### config.mk
export PLATFORM = sky130hd
export DESIGN_NAME = window_stats_buffer
export DESIGN_NICKNAME = d
export VERILOG_FILES = /design/src/rtl/temp_mon_pkg.sv /design/src/rtl/ring_store.sv /design/src/rtl/window_stats_buffer.sv
export SDC_FILE = /design/constraint.sdc
export NUM_CORES = 1
export LEC_CHECK = 0
export CELL_PAD_IN_SITES_DETAIL_PLACEMENT = 1
export CELL_PAD_IN_SITES_GLOBAL_PLACEMENT = 2
export CORE_MARGIN = 2
export CORE_UTILIZATION = 41
export CTS_BUF_LIST = sky130_fd_sc_hd__clkbuf_8
export DETAILED_ROUTE_END_ITERATION = 12
export HOLD_SLACK_MARGIN = 0.08
export PLACE_DENSITY = 0.79
export SLEW_MARGIN = 20
export SYNTH_ARGS = -nofsm -noshare
export SYNTH_HDL_FRONTEND = slang
export SYNTH_SLANG_ARGS = --single-unit
export TNS_END_PERCENT = 20
### constraint.sdc
create_clock -name clk -period 5.65 [get_ports clk]
set_input_delay 0.565 -clock clk [delete_from_list [all_inputs] [get_ports clk]]
set_output_delay 0.565 -clock clk [all_outputs]
set_load 0.02 [all_outputs]
### src/rtl/temp_mon_pkg.sv
// Shared types for the temperature-monitor window statistics path.
package temp_mon_pkg;

  typedef enum logic {
    IDLE = 1'b0,
    SCAN = 1'b1
  } stats_state_e;

endpackage

### src/rtl/ring_store.sv
// Circular sample store with newest-relative read ports and eviction output.
module ring_store #(
  parameter  int WIDTH = 8,
  parameter  int DEPTH = 8,
  localparam int AW    = $clog2(DEPTH)
) (
  input  logic             clk,
  input  logic             reset,
  input  logic             clear_i,
  input  logic             wr_en_i,
  input  logic [WIDTH-1:0] wr_data_i,
  input  logic [AW-1:0]    rd_idx_i,
  input  logic [AW-1:0]    scan_idx_i,
  output logic [WIDTH-1:0] rd_data_o,
  output logic [WIDTH-1:0] scan_data_o,
  output logic [WIDTH-1:0] evict_data_o,
  output logic [AW:0]      count_o,
  output logic             full_o
);

  localparam logic [AW:0] FullCount = (AW+1)'(DEPTH);

  logic [WIDTH-1:0] mem_q [DEPTH];
  logic [AW-1:0]    wrPtr_q;
  logic [AW:0]      count_q;
  logic [AW-1:0]    rdAddr;
  logic [AW-1:0]    scanAddr;

  // Pointer wraps for free because DEPTH is a power of two.
  always_ff @(posedge clk or posedge reset) begin
    if (reset) begin
      for (int i = 0; i < DEPTH; i++) begin
        mem_q[i] <= '0;
      end
      wrPtr_q <= '0;
      count_q <= '0;
    end else if (clear_i) begin
      wrPtr_q <= '0;
      count_q <= '0;
    end else if (wr_en_i) begin
      mem_q[wrPtr_q] <= wr_data_i;
      wrPtr_q        <= wrPtr_q + 1'b1;
      if (count_q != FullCount) begin
        count_q <= count_q + 1'b1;
      end
    end
  end

  // Index 0 is the slot just behind the write pointer, i.e. the newest sample.
  assign rdAddr       = wrPtr_q - AW'(1) - rd_idx_i;
  assign scanAddr     = wrPtr_q - AW'(1) - scan_idx_i;
  assign rd_data_o    = ({1'b0, rd_idx_i} < count_q) ? mem_q[rdAddr] : '0;
  assign scan_data_o  = mem_q[scanAddr];
  assign evict_data_o = mem_q[wrPtr_q];
  assign count_o      = count_q;
  assign full_o       = (count_q == FullCount);

endmodule

### src/rtl/window_stats_buffer.sv
// Sliding-window sample buffer reporting windowed max/min (by scan) and average.
module window_stats_buffer
  import temp_mon_pkg::*;
#(
  parameter  int WIDTH = 8,
  parameter  int DEPTH = 8,
  localparam int AW    = $clog2(DEPTH)
) (
  input  logic             clk,
  input  logic             reset,
  input  logic             clear,
  input  logic             in_valid,
  output logic             in_ready,
  input  logic [WIDTH-1:0] in_data,
  input  logic [AW-1:0]    rd_idx,
  output logic [WIDTH-1:0] rd_data,
  output logic [AW:0]      count,
  output logic             full,
  output logic [WIDTH-1:0] stat_max,
  output logic [WIDTH-1:0] stat_min,
  output logic [WIDTH-1:0] stat_avg,
  output logic             avg_valid,
  output logic             stats_done
);

  localparam int SW = WIDTH + AW;

  stats_state_e     state_q, state_d;
  logic [AW-1:0]    scanIdx_q, scanIdx_d;
  logic [WIDTH-1:0] accMax_q, accMax_d;
  logic [WIDTH-1:0] accMin_q, accMin_d;
  logic [WIDTH-1:0] statMax_q, statMax_d;
  logic [WIDTH-1:0] statMin_q, statMin_d;
  logic             statsDone_q, statsDone_d;
  logic [SW-1:0]    sum_q, sum_d;

  logic             accept;
  logic             lastEntry;
  logic [WIDTH-1:0] scanData;
  logic [WIDTH-1:0] evictData;
  logic [WIDTH-1:0] curMax;
  logic [WIDTH-1:0] curMin;

  assign in_ready = (state_q == IDLE) && !clear;
  assign accept   = in_valid && in_ready;

  ring_store #(
    .WIDTH (WIDTH),
    .DEPTH (DEPTH)
  ) u_store (
    .clk          (clk),
    .reset        (reset),
    .clear_i      (clear),
    .wr_en_i      (accept),
    .wr_data_i    (in_data),
    .rd_idx_i     (rd_idx),
    .scan_idx_i   (scanIdx_q),
    .rd_data_o    (rd_data),
    .scan_data_o  (scanData),
    .evict_data_o (evictData),
    .count_o      (count),
    .full_o       (full)
  );

  // The first scanned entry seeds the accumulators instead of comparing against stale values.
  assign curMax    = (scanIdx_q == '0 || scanData > accMax_q) ? scanData : accMax_q;
  assign curMin    = (scanIdx_q == '0 || scanData < accMin_q) ? scanData : accMin_q;
  assign lastEntry = (({1'b0, scanIdx_q} + 1'b1) == count);

  always_ff @(posedge clk or posedge reset) begin
    if (reset) begin
      state_q     <= IDLE;
      scanIdx_q   <= '0;
      accMax_q    <= '0;
      accMin_q    <= '0;
      statMax_q   <= '0;
      statMin_q   <= '0;
      statsDone_q <= 1'b0;
      sum_q       <= '0;
    end else begin
      state_q     <= state_d;
      scanIdx_q   <= scanIdx_d;
      accMax_q    <= accMax_d;
      accMin_q    <= accMin_d;
      statMax_q   <= statMax_d;
      statMin_q   <= statMin_d;
      statsDone_q <= statsDone_d;
      sum_q       <= sum_d;
    end
  end

  always_comb begin
    state_d     = state_q;
    scanIdx_d   = scanIdx_q;
    accMax_d    = accMax_q;
    accMin_d    = accMin_q;
    statMax_d   = statMax_q;
    statMin_d   = statMin_q;
    statsDone_d = 1'b0;
    sum_d       = sum_q;

    if (clear) begin
      state_d   = IDLE;
      scanIdx_d = '0;
      accMax_d  = '0;
      accMin_d  = '0;
      statMax_d = '0;
      statMin_d = '0;
      sum_d     = '0;
    end else begin
      unique case (state_q)
        IDLE: begin
          if (accept) begin
            // Evicted value is the pre-write slot content, so the sum stays exact.
            if (full) begin
              sum_d = sum_q - SW'(evictData) + SW'(in_data);
            end else begin
              sum_d = sum_q + SW'(in_data);
            end
            scanIdx_d = '0;
            state_d   = SCAN;
          end
        end
        SCAN: begin
          accMax_d = curMax;
          accMin_d = curMin;
          if (lastEntry) begin
            statMax_d   = curMax;
            statMin_d   = curMin;
            statsDone_d = 1'b1;
            state_d     = IDLE;
          end else begin
            scanIdx_d = scanIdx_q + 1'b1;
          end
        end
        default: state_d = IDLE;
      endcase
    end
  end

  assign stat_max   = statMax_q;
  assign stat_min   = statMin_q;
  assign stat_avg   = sum_q[SW-1:AW];
  assign avg_valid  = full;
  assign stats_done = statsDone_q;

endmodule
# Word level (Yosys, flattened, before mapping)
# Cells that the tools add are included.
[op_classes]
n_lt_le_gt_ge = 7
bitwise_logic = 5
n_addsub = 10
eq_ne = 6
n_reduce_logical = 16
n_mux = 45
[op_table]
columns = ["op", "n"]
rows = [
  ["8-bit 2-to-1 mux", 20],
  ["8-bit binary-select mux with 3-bit select", 3],
  ["64-bit bitwise mux", 1],
  ["11-bit 2-to-1 mux", 4],
  ["8-bit demux with 3-bit select", 1],
  ["11-bit by 8-bit adder with 11-bit output", 2],
  ["3-bit 2-to-1 mux", 5],
  ["4-bit >= comparator (second input constant)", 3],
  ["4-bit 2-to-1 mux", 3],
  ["3-bit NOT with 4-bit output", 3],
  ["11-bit by 8-bit subtractor with 11-bit output", 1],
  ["2-bit AND reduction", 5],
  ["8-bit greater-than comparator", 1],
  ["8-bit < comparator", 1],
  ["2-bit nonzero test", 4],
  ["3-bit by 1-bit adder with 3-bit output (second input constant)", 2],
  ["1-bit 2-to-1 mux", 6],
  ["3-bit inequality test (second input constant)", 2],
  ["3-bit one-hot mux with 2 select lines", 1],
  ["3-bit subtractor", 2],
  ["3-bit by 1-bit adder with 4-bit output (second input constant)", 1],
  ["4-bit by 1-bit adder with 4-bit output (second input constant)", 1],
  ["4-bit equality test", 1],
  ["4-bit equality test (second input constant)", 1],
  ["other kinds (11)", 15],
]
[word_totals]
output_inout_bits = 40
ff_bits = 119
inputBits = 15

# Depth between registers and ports, before layout
# Gate-level depths: netlist of the first run.
[depth]
ltp_word = 12
depth_mapped = 18

# By module
# From an unflattened synthesis of the first run, not the netlist that was laid out.
[unflattened]
cells_unflattened = 740
hier_area_um2 = 8410.6
[modules_own_cells]
columns = ["mod", "instances", "cells_per_inst", "area_each_um2"]
rows = [
  ["ring_store", 1, 294, 4539.4],
  ["window_stats_buffer", 1, 446, 3871.2],
]

# Least setup slack after synthesis of the first run
# Ideal clock, no wire load.
[synth_timing]
path_kind = "reg2reg"
startpoint = "register u_store.wrPtr_q[1]"
endpoint = "register accMax_q[1]"
synth_period_minus_slack_ns = 4.892
slack_ns = 0.758
arrival_time_ns = 4.798
path_stages_with_launch = 19
n_path_buf = 3
cell_sequence = "dfrtp_1 -> clkbuf_1 -> inv_1 -> ha_1 -> fa_1 -> xnor2_2 -> xnor2_4 -> buf_6 -> mux4_2 -> mux2_4 -> ha_1 -> a21o_1 -> a21o_1 -> a21oi_1 -> o21ai_0 -> o21ai_1 -> clkbuf_1 -> nor2_1 -> a211oi_1"
[synth_between]
elab_chain_len = 11
[synth_lines]
columns = ["item", "line", "rtl"]
rows = [
  ["from (decl)", "ring_store.sv:24", "logic [AW-1:0] wrPtr_q;"],
  ["from (signal assigned)", "ring_store.sv:42", "wrPtr_q <= wrPtr_q + 1'b1;"],
  ["3-bit by 1-bit subtractor with 3-bit output (*)", "ring_store.sv:51", "assign scanAddr = wrPtr_q - AW'(1) - scan_idx_i;"],
  ["3-bit subtractor (*)", "ring_store.sv:51", ""],
  ["3-bit NOT with 4-bit output (not written as such) (*)", "ring_store.sv:53", "assign scan_data_o = mem_q[scanAddr];"],
  ["8-bit binary-select mux with 3-bit select (*)", "ring_store.sv:53", ""],
  ["8-bit 2-to-1 mux (not written as such) (*) (2 in a row)", "ring_store.sv:53", ""],
  ["8-bit greater-than comparator", "window_stats_buffer.sv:66", "assign curMax = (scanIdx_q == '0 || scanData > accMax_q) ? scanData : accMax_q;"],
  ["1-bit logical OR", "window_stats_buffer.sv:66", ""],
  ["8-bit 2-to-1 mux (*)", "window_stats_buffer.sv:66", ""],
  ["8-bit 2-to-1 mux (*)", "window_stats_buffer.sv:111", "unique case (state_q)"],
  ["8-bit 2-to-1 mux (*)", "window_stats_buffer.sv:102", "if (clear) begin"],
  ["to (signal assigned)", "window_stats_buffer.sv:83", "accMax_q <= accMax_d;"],
  ["to (decl)", "window_stats_buffer.sv:30", "logic [WIDTH-1:0] accMax_q, accMax_d;"],
]
# Mark *: on every way between the ends. The rest lies on a longest branch, timed or not. The select of a mux whose other input is x is not followed.
# A chain may end at the register's enable or synchronous reset.

# Worst setup path after layout of the first run
[layout_timing]
startpoint = "register u_store.wrPtr_q[0]"
endpoint = "register statMin_q[5] (netlist: stat_min[5])"
[layout_between]
elab_chain_len = 12
[layout_lines]
columns = ["item", "line", "rtl"]
rows = [
  ["3-bit by 1-bit subtractor with 3-bit output (*)", "ring_store.sv:51", ""],
  ["3-bit subtractor (*)", "ring_store.sv:51", ""],
  ["3-bit NOT with 4-bit output (not written as such) (*)", "ring_store.sv:53", ""],
  ["8-bit binary-select mux with 3-bit select (*)", "ring_store.sv:53", ""],
  ["8-bit 2-to-1 mux (not written as such) (*) (2 in a row)", "ring_store.sv:53", ""],
  ["8-bit < comparator", "window_stats_buffer.sv:67", "assign curMin = (scanIdx_q == '0 || scanData < accMin_q) ? scanData : accMin_q;"],
  ["1-bit logical OR", "window_stats_buffer.sv:67", ""],
  ["8-bit 2-to-1 mux (*)", "window_stats_buffer.sv:67", ""],
  ["8-bit 2-to-1 mux (*)", "window_stats_buffer.sv:127", "if (lastEntry) begin"],
  ["8-bit 2-to-1 mux (*)", "window_stats_buffer.sv:111", ""],
  ["8-bit 2-to-1 mux (*)", "window_stats_buffer.sv:102", ""],
  ["to (signal assigned)", "window_stats_buffer.sv:86", "statMin_q <= statMin_d;"],
  ["to (decl)", "window_stats_buffer.sv:33", "logic [WIDTH-1:0] statMin_q, statMin_d;"],
]
# Marks and branches as above.

==> out/qor.csv, run 1 <==
metric;value;unit
outcome;completed;
critPathRequiredTime;5.97;ns
fmax;200;MHz
avgRoutedWirePerCell;21.9;um
syn_inst;760;
ff2ff_setup_slack;0.66;ns
cts_tree;built;
cts_buffer_depth;2;
fp.dieH;144;um
worstReg2RegEnd;stat_min[5];
start_util;0.416;
antenna_left;0;
ff2ff_path_depth;16;
yosysWarnings;0;
worstHoldPathCells;2;
min-delay-path-class;flip-flop to flip-flop;
num_antenna_cells;0;
cts.sinks;119;
slew_viol_final;0;
grt_overflow;0;
drc;0;
die_w;144;um
worst_slew_pin_slew;1.02;ns
ys.flop_type;dfrtp_1;
area_delta_synth_final;14.5;%
placed_cell_area;8790;um^2
cts-buffers-inserted;17;
gp_congestion;0.864;
worstPathArrival;5.31;ns
syn-num-nets;831;
design_area;9210;um^2
nets;875;
yosysUniqueCellTypes;57;
hold_path.startpoint;stat_min[5];
die_area;20800;um^2
avgSynthCellArea;10.6;um^2
synth-simple-area-share;0.102;
clockPowerShare;0.257;
grt_max_degree;79;
final_layout_size_suffix_gt1_frac;0.169;
synth_edf_count;0;
vias;6132;
synth_seq_cells;119;
synth_compound_area_frac;0.122;
ys_seq_area_frac;0.370;
netlist_area;8040;um^2
max_cap_viol_count;0;
tns;0;ns
p_sw;0.00112;W
pwr-share-seq;0.349;
p_sw_frac;0.377;
fin_crit_sh;0.883;
cp-start-kind;flip-flop;
drtIter0Drc;295;
rows;51;
cp-end-kind;flip-flop;
skew;0.0116;ns
ctsRootBufferMaster;clkbuf_8;
relSlewSlack;0.320;
top_level_ports;55;
track_usage;0.243;
final_common_cell;dfrtp_1;
grt_pass1_wl;37.8;mm
core;19300;um^2
antenna_found_initial;0;
min_to;stat_min[5];
grt_pass1_vias;6589;
r2r-start;u_store.wrPtr_q[0];
synth_xor_area_frac;0.0350;
yosys.area_share.adder;0.0974;
clk_pin_slew_worst_paths;0.07;ns
muxShareOfSynthArea;0.216;
min_period;4.99;ns
power.leakage;4.00;nW
layout_common_cells;dfrtp_1, nand2_1, o21ai_0, inv_1, clkdlybuf4s50_1;
powerDensity;321;nW/um^2
rsz0062_at_grt;no;
synthArstFlopShare;1.00;
ir_drop;0.158;mV
dr.pass1.iters;5;
p_comb_frac;0.394;
critPathKind;flip-flop to flip-flop;
drt-total-wl;23.7;mm
hpwl;17.3;mm
cp_max_fo;10;
portBuffers;54;
hold_viol;0;
setup_viol;0;
clk_latency;0.45;ns
vias_per_cell;5.67;
internal_power;0.00184;W
htreeDepth;4;
synth_top_family_by_area;multiplexers;
## state kept, by name, indices dropped and copies added (netlist names)
name             flops
accMin_q             8
stat_min             8
stat_max             8
u_store.mem_q       64
stats_done           1
accMax_q             8
u_store.wrPtr_q      3
state_q              1
u_store.count_o      4
scanIdx_q            3
sum_q               11
## worst max-delay path, cell delays in order (launching register included)
cell      delay [ns]
dfrtp_1         0.40
inv_1           0.11
ha_1            0.39
fa_1            0.46
xnor2_2         0.19
xnor2_4         0.26
buf_12          0.19
mux4_1          0.56
mux2_4          0.34
ha_1            0.32
nand2_1         0.06
o21a_1          0.18
a21boi_0        0.12
a41oi_1         0.36
and2_1          0.48
mux2i_1         0.31
o21ai_0         0.11
## cells in the mapped netlist, drive strengths merged, types with 8 or more instances
cell / n / share of area
a21oi: 26 / 0.018
mux4: 48 / 0.13
nor2b: 12 / 0.0093
mux2i: 24 / 0.030
xnor2: 19 / 0.024
ha: 45 / 0.070
fa: 11 / 0.027
dfrtp: 119 / 0.37
o21ai: 68 / 0.042
nand2: 84 / 0.039
buf: 20 / 0.016
mux2: 34 / 0.051
clkbuf: 23 / 0.011
a211oi: 15 / 0.014
inv: 65 / 0.030
xor2: 8 / 0.011
nor2: 51 / 0.024
## per-stage QoR
step / setup WS [ns] / instances / power (W) / util / hold WS [ns]
3_5_place_dp: 0.190 / 1048 / 0.00219 / 0.455 / 0.481
2_1_floorplan: 0.758 / 760 / 0.00187 / - / 0.475
3_3_place_gp: 0.482 / 1048 / 0.00213 / 0.455 / 0.466
5_1_grt: 0.384 / 1082 / 0.00315 / 0.476 / 0.529
6_report: 0.660 / 1082 / 0.00296 / 0.476 / 0.489
4_1_cts: 0.168 / 1080 / 0.00297 / 0.474 / 0.499
## power groups by stage
stage               Sequential (W)  Clock, W  Combinational (W)
finish                     0.00103  0.000759            0.00116
global route               0.00104  0.000819            0.00128
CTS                        0.00103  0.000781            0.00116
detailed placement         0.00105         0            0.00115
global placement           0.00103         0            0.00110
floorplan                  0.00101         0           0.000857
## logic make-up after synthesis
group	Yosys count
flops	119
mux	106
fa+ha+maj	56
compound gates	158
buf+inv	108
xor+xnor	27
simple gates	186
## repair_timing
action | in CTS | in global routing
endpoints found under the setup margin | 0 | 10
resized for setup | 0 | 1
buffers inserted | 0 | 2
hold buffers | 0 | 0
## how the worst max path moves through the flow
stage / startpoint / slack [ns] / end
floorplan: u_store.wrPtr_q[1] / 0.76 / accMax_q[1]
global placement: u_store.wrPtr_q[0] / 0.48 / accMax_q[4]
detailed placement: u_store.wrPtr_q[0] / 0.19 / accMax_q[2]
CTS: u_store.wrPtr_q[0] / 0.17 / accMax_q[2]
global route: u_store.wrPtr_q[0] / 0.38 / stat_max[1]
finish: u_store.wrPtr_q[0] / 0.66 / stat_min[5]
## area by class of cell
type | instances | area (um^2)
inverters | 65 | 249
clock buffers | 18 | 248
flip-flops and latches | 119 | 2980
fillers | 2152 | 10100
multi-input cells | 533 | 4610
well taps | 265 | 332
clock inverters | 14 | 125
repair buffers | 68 | 671
## routing by layer
| layer | up-vias | GRT usage | wire [um] |
|---|---|---|---|
| met3 | 29 | 0.0391 | 847 |
| li1 | 2797 | - | - |
| met2 | 140 | 0.411 | 11900 |
| met1 | 3166 | 0.323 | 10400 |
| met5 | - | 0 | 0 |
| met4 | 0 | 0.0753 | 504 |
Note: power is estimated with default switching activity, not from simulation.
==> run 2: changes to the inputs <==
--- a/config.mk
+++ b/config.mk
@@ -13,6 +13,8 @@
 export DETAILED_ROUTE_END_ITERATION = 12
 export HOLD_SLACK_MARGIN = 0.08
 export PLACE_DENSITY = 0.79
+export RECOVER_POWER = 50
+export SETUP_SLACK_MARGIN = 0.05
 export SLEW_MARGIN = 20
 export SYNTH_ARGS = -nofsm -noshare
 export SYNTH_HDL_FRONTEND = slang
==> run 2 against run 1 <==
The flow now finishes with violations (max-capacitance violations, max-slew violations). Combinational power barely moved. Via count about the same. Non-clock buffer count stayed put. Clock-buffer cell count unchanged. Sequential share of layout area barely moved. Register-to-register slack better by 0.02 ns. Critical path type unchanged.
==> out/qor.csv, run 2 (synthesis results as in run 1) <==
metric;value;unit;change
relSlewSlack;-1.42;;-1.74
slew_viol_final;79;;+79
critPathLaunch;u_store.wrPtr_q[0];;
final_cells;1082;;unchanged
hold_viol;0;;unchanged
grt_max_degree;79;;unchanged
cts-buffers-inserted;17;;unchanged
holdWs;0.484;ns;-0.00475 ns
ff2ff_setup_slack;0.68;ns;+0.02 ns
fmax;201;MHz;+0.32%
reg_top3;u_store.mem_q: 64 flops, sum_q: 11 flops;;
core;19300;um^2;unchanged
grt_pass1_wl;37.8;mm;unchanged
p_sw;0.00112;W;unchanged
worstPathArrival;5.29;ns;-0.02 ns
nFillCells;2153;;+0.046%
final_layout_size_suffix_gt1_frac;0.168;;-0.00122
p_sw_frac;0.378;;about the same
antenna_found_initial;0;;unchanged
worst_slew_pin_slew;3.61;ns;+2.59 ns
fp.dieH;144;um;unchanged
r2r-start;u_store.wrPtr_q[0];;
grt_pass1_vias;6589;;unchanged
cp-end-kind;flip-flop;;
multiInputGateArea;4610;um^2;unchanged
drtIter0Drc;290;;-1.7%
largest-register;u_store.mem_q;;
ctsRootBufferMaster;clkbuf_8;;
max_cap_viol_count;1;;+1
seq_area;2980;um^2;unchanged
largest_reg_flops;64;;unchanged
rows;51;;unchanged
grt_overflow;0;;unchanged
clockPowerShare;0.257;;about the same
power.leakage;4.05;nW;+1.1%
cpMostUsedCell;ha_1;;
portBuffers;54;;unchanged
drt-total-wl;23.7;mm;about the same
hpwl;17.3;mm;unchanged
tns;0;ns;unchanged
clk_latency;0.46;ns;about the same
antenna_left;0;;unchanged
cpPeakStageDelay;0.56;ns;about the same
track_usage;0.243;;unchanged
vias_per_cell;5.67;;about the same
cts_tree;built;;
avgRoutedWirePerCell;21.9;um;about the same
num_antenna_cells;0;;unchanged
area_delta_synth_final;14.4;%;
outcome;complete, but fails checks;;
cts_buffer_depth;2;;unchanged
hold_path.startpoint;stat_min[5];;
postCtsHoldBufs;0;;unchanged
cp-start-kind;flip-flop;;
final_common_cell;dfrtp_1;;
die_area;20800;um^2;unchanged
vias;6130;;-0.033%
cts.sinks;119;;unchanged
critPathRequiredTime;5.97;ns;about the same
p_comb_frac;0.393;;about the same
critPathKind;flip-flop to flip-flop;;
cp_max_fo;10;;unchanged
dr.pass1.iters;4;;-1
powerDensity;321;nW/um^2;about the same
cp_slowest_cell;mux4_1;;
drc;0;;unchanged
die_w;144;um;unchanged
fin_crit_sh;0.880;;-0.00278
worstPathCellList;inv_1 > ha_1 > fa_1 > xnor2_2 > xnor2_4 > buf_12 > mux4_1 > mux2_4 > ha_1 > nand2_1 > o21a_1 > a21boi_0 > a41oi_1 > and2_1 > mux2i_1 > o21ai_0;;
ir_drop;0.159;mV;+0.60%
min-delay-path-class;flip-flop to flip-flop;;
skew;0.0117;ns;+0.000105 ns
nets;875;;unchanged
htreeDepth;4;;unchanged
gp_congestion;0.864;;unchanged
internal_power;0.00184;W;about the same
layout_common_cells;dfrtp_1, nand2_1, o21ai_0, inv_1, nor2_1;;
violations;max-capacitance violations, max-slew violations;;
place_inst;1048;;unchanged
start_util;0.416;;unchanged
top_level_ports;55;;unchanged
setup_viol;0;;unchanged
pwr-share-seq;0.349;;about the same
rsz0062_at_grt;no;;
min_period;4.97;ns;-0.0157 ns
clk_pin_slew_worst_paths;0.08;ns;about the same
[run 2: worst paths after layout]
check | to | cells after the start
hold reg to reg | stat_min[5] | 2
setup reg to reg | stat_min[5] | 16
hold / removal | stat_min[5] | 2
min in group asynchronous | stat_min[1] | 2
max in group asynchronous | u_store.mem_q[16] | 3
setup / recovery | stat_min[5] | 16
[run 2: through the flow]
step           total power, W  cell area, um^2   util  setup WS (ns)
2_1_floorplan         0.00187             8040      -          0.758
3_3_place_gp          0.00213             8790  0.455          0.482
3_5_place_dp          0.00219             8790  0.455          0.190
4_1_cts               0.00297             9160  0.474          0.168
5_1_grt               0.00315             9200  0.476          0.384
6_report              0.00295             9200  0.476          0.676
[run 2: critical path, delay by kind of cell, from the launching register on]
family,cells,cell delay (ns)
muxes,3,1.20
adders and majority gates,3,1.17
AOI/OAI and AO/OA,4,0.76
and+or+nand+nor,2,0.54
xor gates and xnor gates,2,0.45
DFF,1,0.40
buffers and inverters,2,0.30
[run 2: repair_timing]
item / 4_1_cts / 5_1_grt
hold endpoints to repair: 0 / 0
gates resized for setup: 0 / 1
setup endpoints to repair: 0 / 20
buffers inserted: 0 / 2
[run 2: layout make-up]
cell class                      count  area share
Timing Repair Buffer               68      0.0722
Multi-Input combinational cell    533       0.501
Inverter                           65      0.0267
Tap cell                          265      0.0360
Clock inverter                     14      0.0136
Sequential cell                   119       0.324
Clock buffer                       18      0.0269
[run 2: power by group through the flow]
stage / combinational [W] / clock, W / sequential (W)
floorplan: 0.000857 / 0 / 0.00101
finish: 0.00116 / 0.000760 / 0.00103
detailed placement: 0.00115 / 0 / 0.00105
global route: 0.00128 / 0.000819 / 0.00104
global placement: 0.00110 / 0 / 0.00103
CTS: 0.00116 / 0.000781 / 0.00103
[run 2: metal layers]
metal / GRT usage / vias to the layer above / part of all wire
li1: - / 2802 / -
met1: 0.323 / 3164 / 0.44
met2: 0.411 / 135 / 0.50
met3: 0.0391 / 29 / 0.037
met4: 0.0753 / 0 / 0.021
met5: 0 / - / 0
==> run 3: changes to the inputs <==
--- a/config.mk
+++ b/config.mk
@@ -5,13 +5,15 @@
 export SDC_FILE = /design/constraint.sdc
 export NUM_CORES = 1
 export LEC_CHECK = 0
+export CAP_MARGIN = 25
 export CELL_PAD_IN_SITES_DETAIL_PLACEMENT = 1
 export CELL_PAD_IN_SITES_GLOBAL_PLACEMENT = 2
 export CORE_MARGIN = 2
 export CORE_UTILIZATION = 41
 export CTS_BUF_LIST = sky130_fd_sc_hd__clkbuf_8
 export DETAILED_ROUTE_END_ITERATION = 12
-export HOLD_SLACK_MARGIN = 0.08
+export GPL_TIMING_DRIVEN = 0
+export HOLD_SLACK_MARGIN = 0.06
 export PLACE_DENSITY = 0.79
 export RECOVER_POWER = 50
 export SETUP_SLACK_MARGIN = 0.05
==> run 3 against run 2 <==
Highest routed layer unchanged. Largest power group unchanged. Cell area up 2.6%. Global-route usage grew 2.0 points. The flow still finishes with violations (max-capacitance violations, max-slew violations). Critical path type is now flip-flop to primary output. Sequential power is essentially flat. Via count is 4.1% higher. Final cell count rose by 3.4%. Register-to-register slack worse by 0.43 ns. First-iteration DRC count up 3.8%. Combinational power up 3%. Utilization rose by 1.2 points.
==> out/qor.csv, run 3 (synthesis results as in run 1) <==
metric;value;unit;change
final_cells;1119;;+3.4%
num_antenna_cells;0;;unchanged
tns;0;ns;unchanged
final_common_cell;dfrtp_1;;
die_w;144;um;unchanged
holdWs;0.471;ns;-0.0131 ns
powerDensity;323;nW/um^2;+0.67%
drc;0;;unchanged
pre_cts_ws;-0.705;ns;-0.895 ns
clk_pin_slew_worst_paths;0.07;ns;about the same
max_cap_viol_count;2;;+1
fin_crit_sh;0.979;;+0.0990
final_layout_size_suffix_gt1_frac;0.180;;+0.0126
critPathRequiredTime;5.09;ns;-0.88 ns
drtIter0Drc;301;;+3.8%
vias_per_cell;5.70;;+0.62%
nFillCells;2142;;-0.51%
slew_viol_final;122;;+54%
cp_max_fo;10;;unchanged
cts.sinks;119;;unchanged
core;19300;um^2;unchanged
fmax;181;MHz;-10%
ir_drop;0.160;mV;+0.82%
top_level_ports;55;;unchanged
power.leakage;4.17;nW;+3.0%
die_area;20800;um^2;unchanged
hpwl;19.2;mm;+11%
drt-total-wl;25.7;mm;+8.4%
largest-register;u_store.mem_q;;
design_area;9440;um^2;+2.6%
place_inst;1082;;+3.2%
start_util;0.416;;unchanged
skew;0.0155;ns;+0.00377 ns
outcome;complete, but fails checks;;
cts_tree;built;;
track_usage;0.264;;+0.0203
rsz0062_at_grt;yes;;
avgRoutedWirePerCell;23.0;um;+4.9%
ctsRootBufferMaster;clkbuf_8;;
finalWorstSetupSlack;0.117;ns;-0.559 ns
largest_reg_flops;64;;unchanged
reg_top3;u_store.mem_q: 64 flops, sum_q: 11 flops;;
gp_congestion;0.879;;+1.7%
min-delay-path-class;flip-flop to flip-flop;;
postCtsHoldBufs;0;;unchanged
dr.pass1.iters;4;;unchanged
cp-start-kind;flip-flop;;
htreeDepth;4;;unchanged
worst_slew_pin_slew;2.20;ns;-1.41 ns
setup_viol;0;;unchanged
worstPathArrival;4.97;ns;-0.32 ns
antenna_found_initial;0;;unchanged
layout_common_cells;dfrtp_1, nand2_1, o21ai_0, inv_1, nor2_1;;
grt_max_degree;72;;-8.9%
placed_cell_area;8990;um^2;+2.2%
nets;912;;+4.2%
grt_pass1_vias;6735;;+2.2%
min_period;5.53;ns;+0.559 ns
hold_viol;0;;unchanged
relSlewSlack;-0.475;;+0.945
portBuffers;54;;unchanged
rows;51;;unchanged
critPathKind;flip-flop to primary output;;
antenna_left;0;;unchanged
area_delta_synth_final;17.4;%;
vias;6379;;+4.1%
fp.dieH;144;um;unchanged
grt_pass1_wl;40.1;mm;+5.9%
violations;max-capacitance violations, max-slew violations;;
grt_overflow;0;;unchanged
cts_buffer_depth;2;;unchanged
cts-buffers-inserted;17;;unchanged
clk_latency;0.46;ns;about the same
cp-end-kind;primary output;;
-- run 3: final cells by class --
type,instances,area (um^2),area share
clock buffer,19,262,0.0277
timing repair buffer,63,617,0.0653
inverter,65,245,0.0260
multi-input combinational,533,4640,0.492
clock inverter,13,144,0.0152
sequential,119,2980,0.315
tap,265,332,0.0351
buffer,42,220,0.0233
-- run 3: worst max-delay path, stage by stage (launching register included) --
cell and delay (ns):
dfrtp_1 0.35, clkbuf_2 0.33, inv_1 0.26, ha_1 0.41
fa_1 0.52, clkbuf_1 0.62, buf_2 0.45, mux4_2 0.55
mux2i_1 0.31, nor2_1 0.12, clkdlybuf4s50_1 0.57
-- run 3: path summary, 6_finish.rpt --
kind,start,to,slack (ns),depth (start not counted)
worst max register to register,u_store.wrPtr_q[1],accMax_q[2],0.25,17
min in group asynchronous,reset,u_store.mem_q[15],1.14,2
worst min register to register,stat_min[0],stat_min[0],0.47,2
worst max-delay path,u_store.wrPtr_q[1],rd_data[6],0.12,10
max in group asynchronous,reset,accMin_q[0],1.89,3
worst min-delay path,stat_min[0],stat_min[0],0.47,2
-- run 3: stage by stage --
stage,total power [W],utilization
2_1_floorplan,0.00187,-
3_3_place_gp,0.00215,0.461
3_5_place_dp,0.00222,0.465
4_1_cts,0.00305,0.486
5_1_grt,0.00324,0.488
6_report,0.00305,0.488
-- run 3: where the power goes --
group / internal (W) / switching, W
combinational: 0.000548 / 0.000654
sequential: 0.000937 / 0.0000949
clock: 0.000419 / 0.000398
-- run 3: timing repair --
action | in CTS | in global routing
pin swaps | 0 | 2
gates resized for setup | 6 | 3
buffers inserted | 0 | 4
setup endpoints to repair | 40 | 31
-- run 3: routing by layer --
| layer | vias to the layer above | global-route usage | part of all wire |
|---|---|---|---|
| met3 | 35 | 0.0570 | 0.046 |
| met2 | 174 | 0.447 | 0.51 |
| met4 | 0 | 0.0882 | 0.024 |
| li1 | 2873 | - | - |
| met5 | - | 0 | 0 |
| met1 | 3297 | 0.336 | 0.42 |
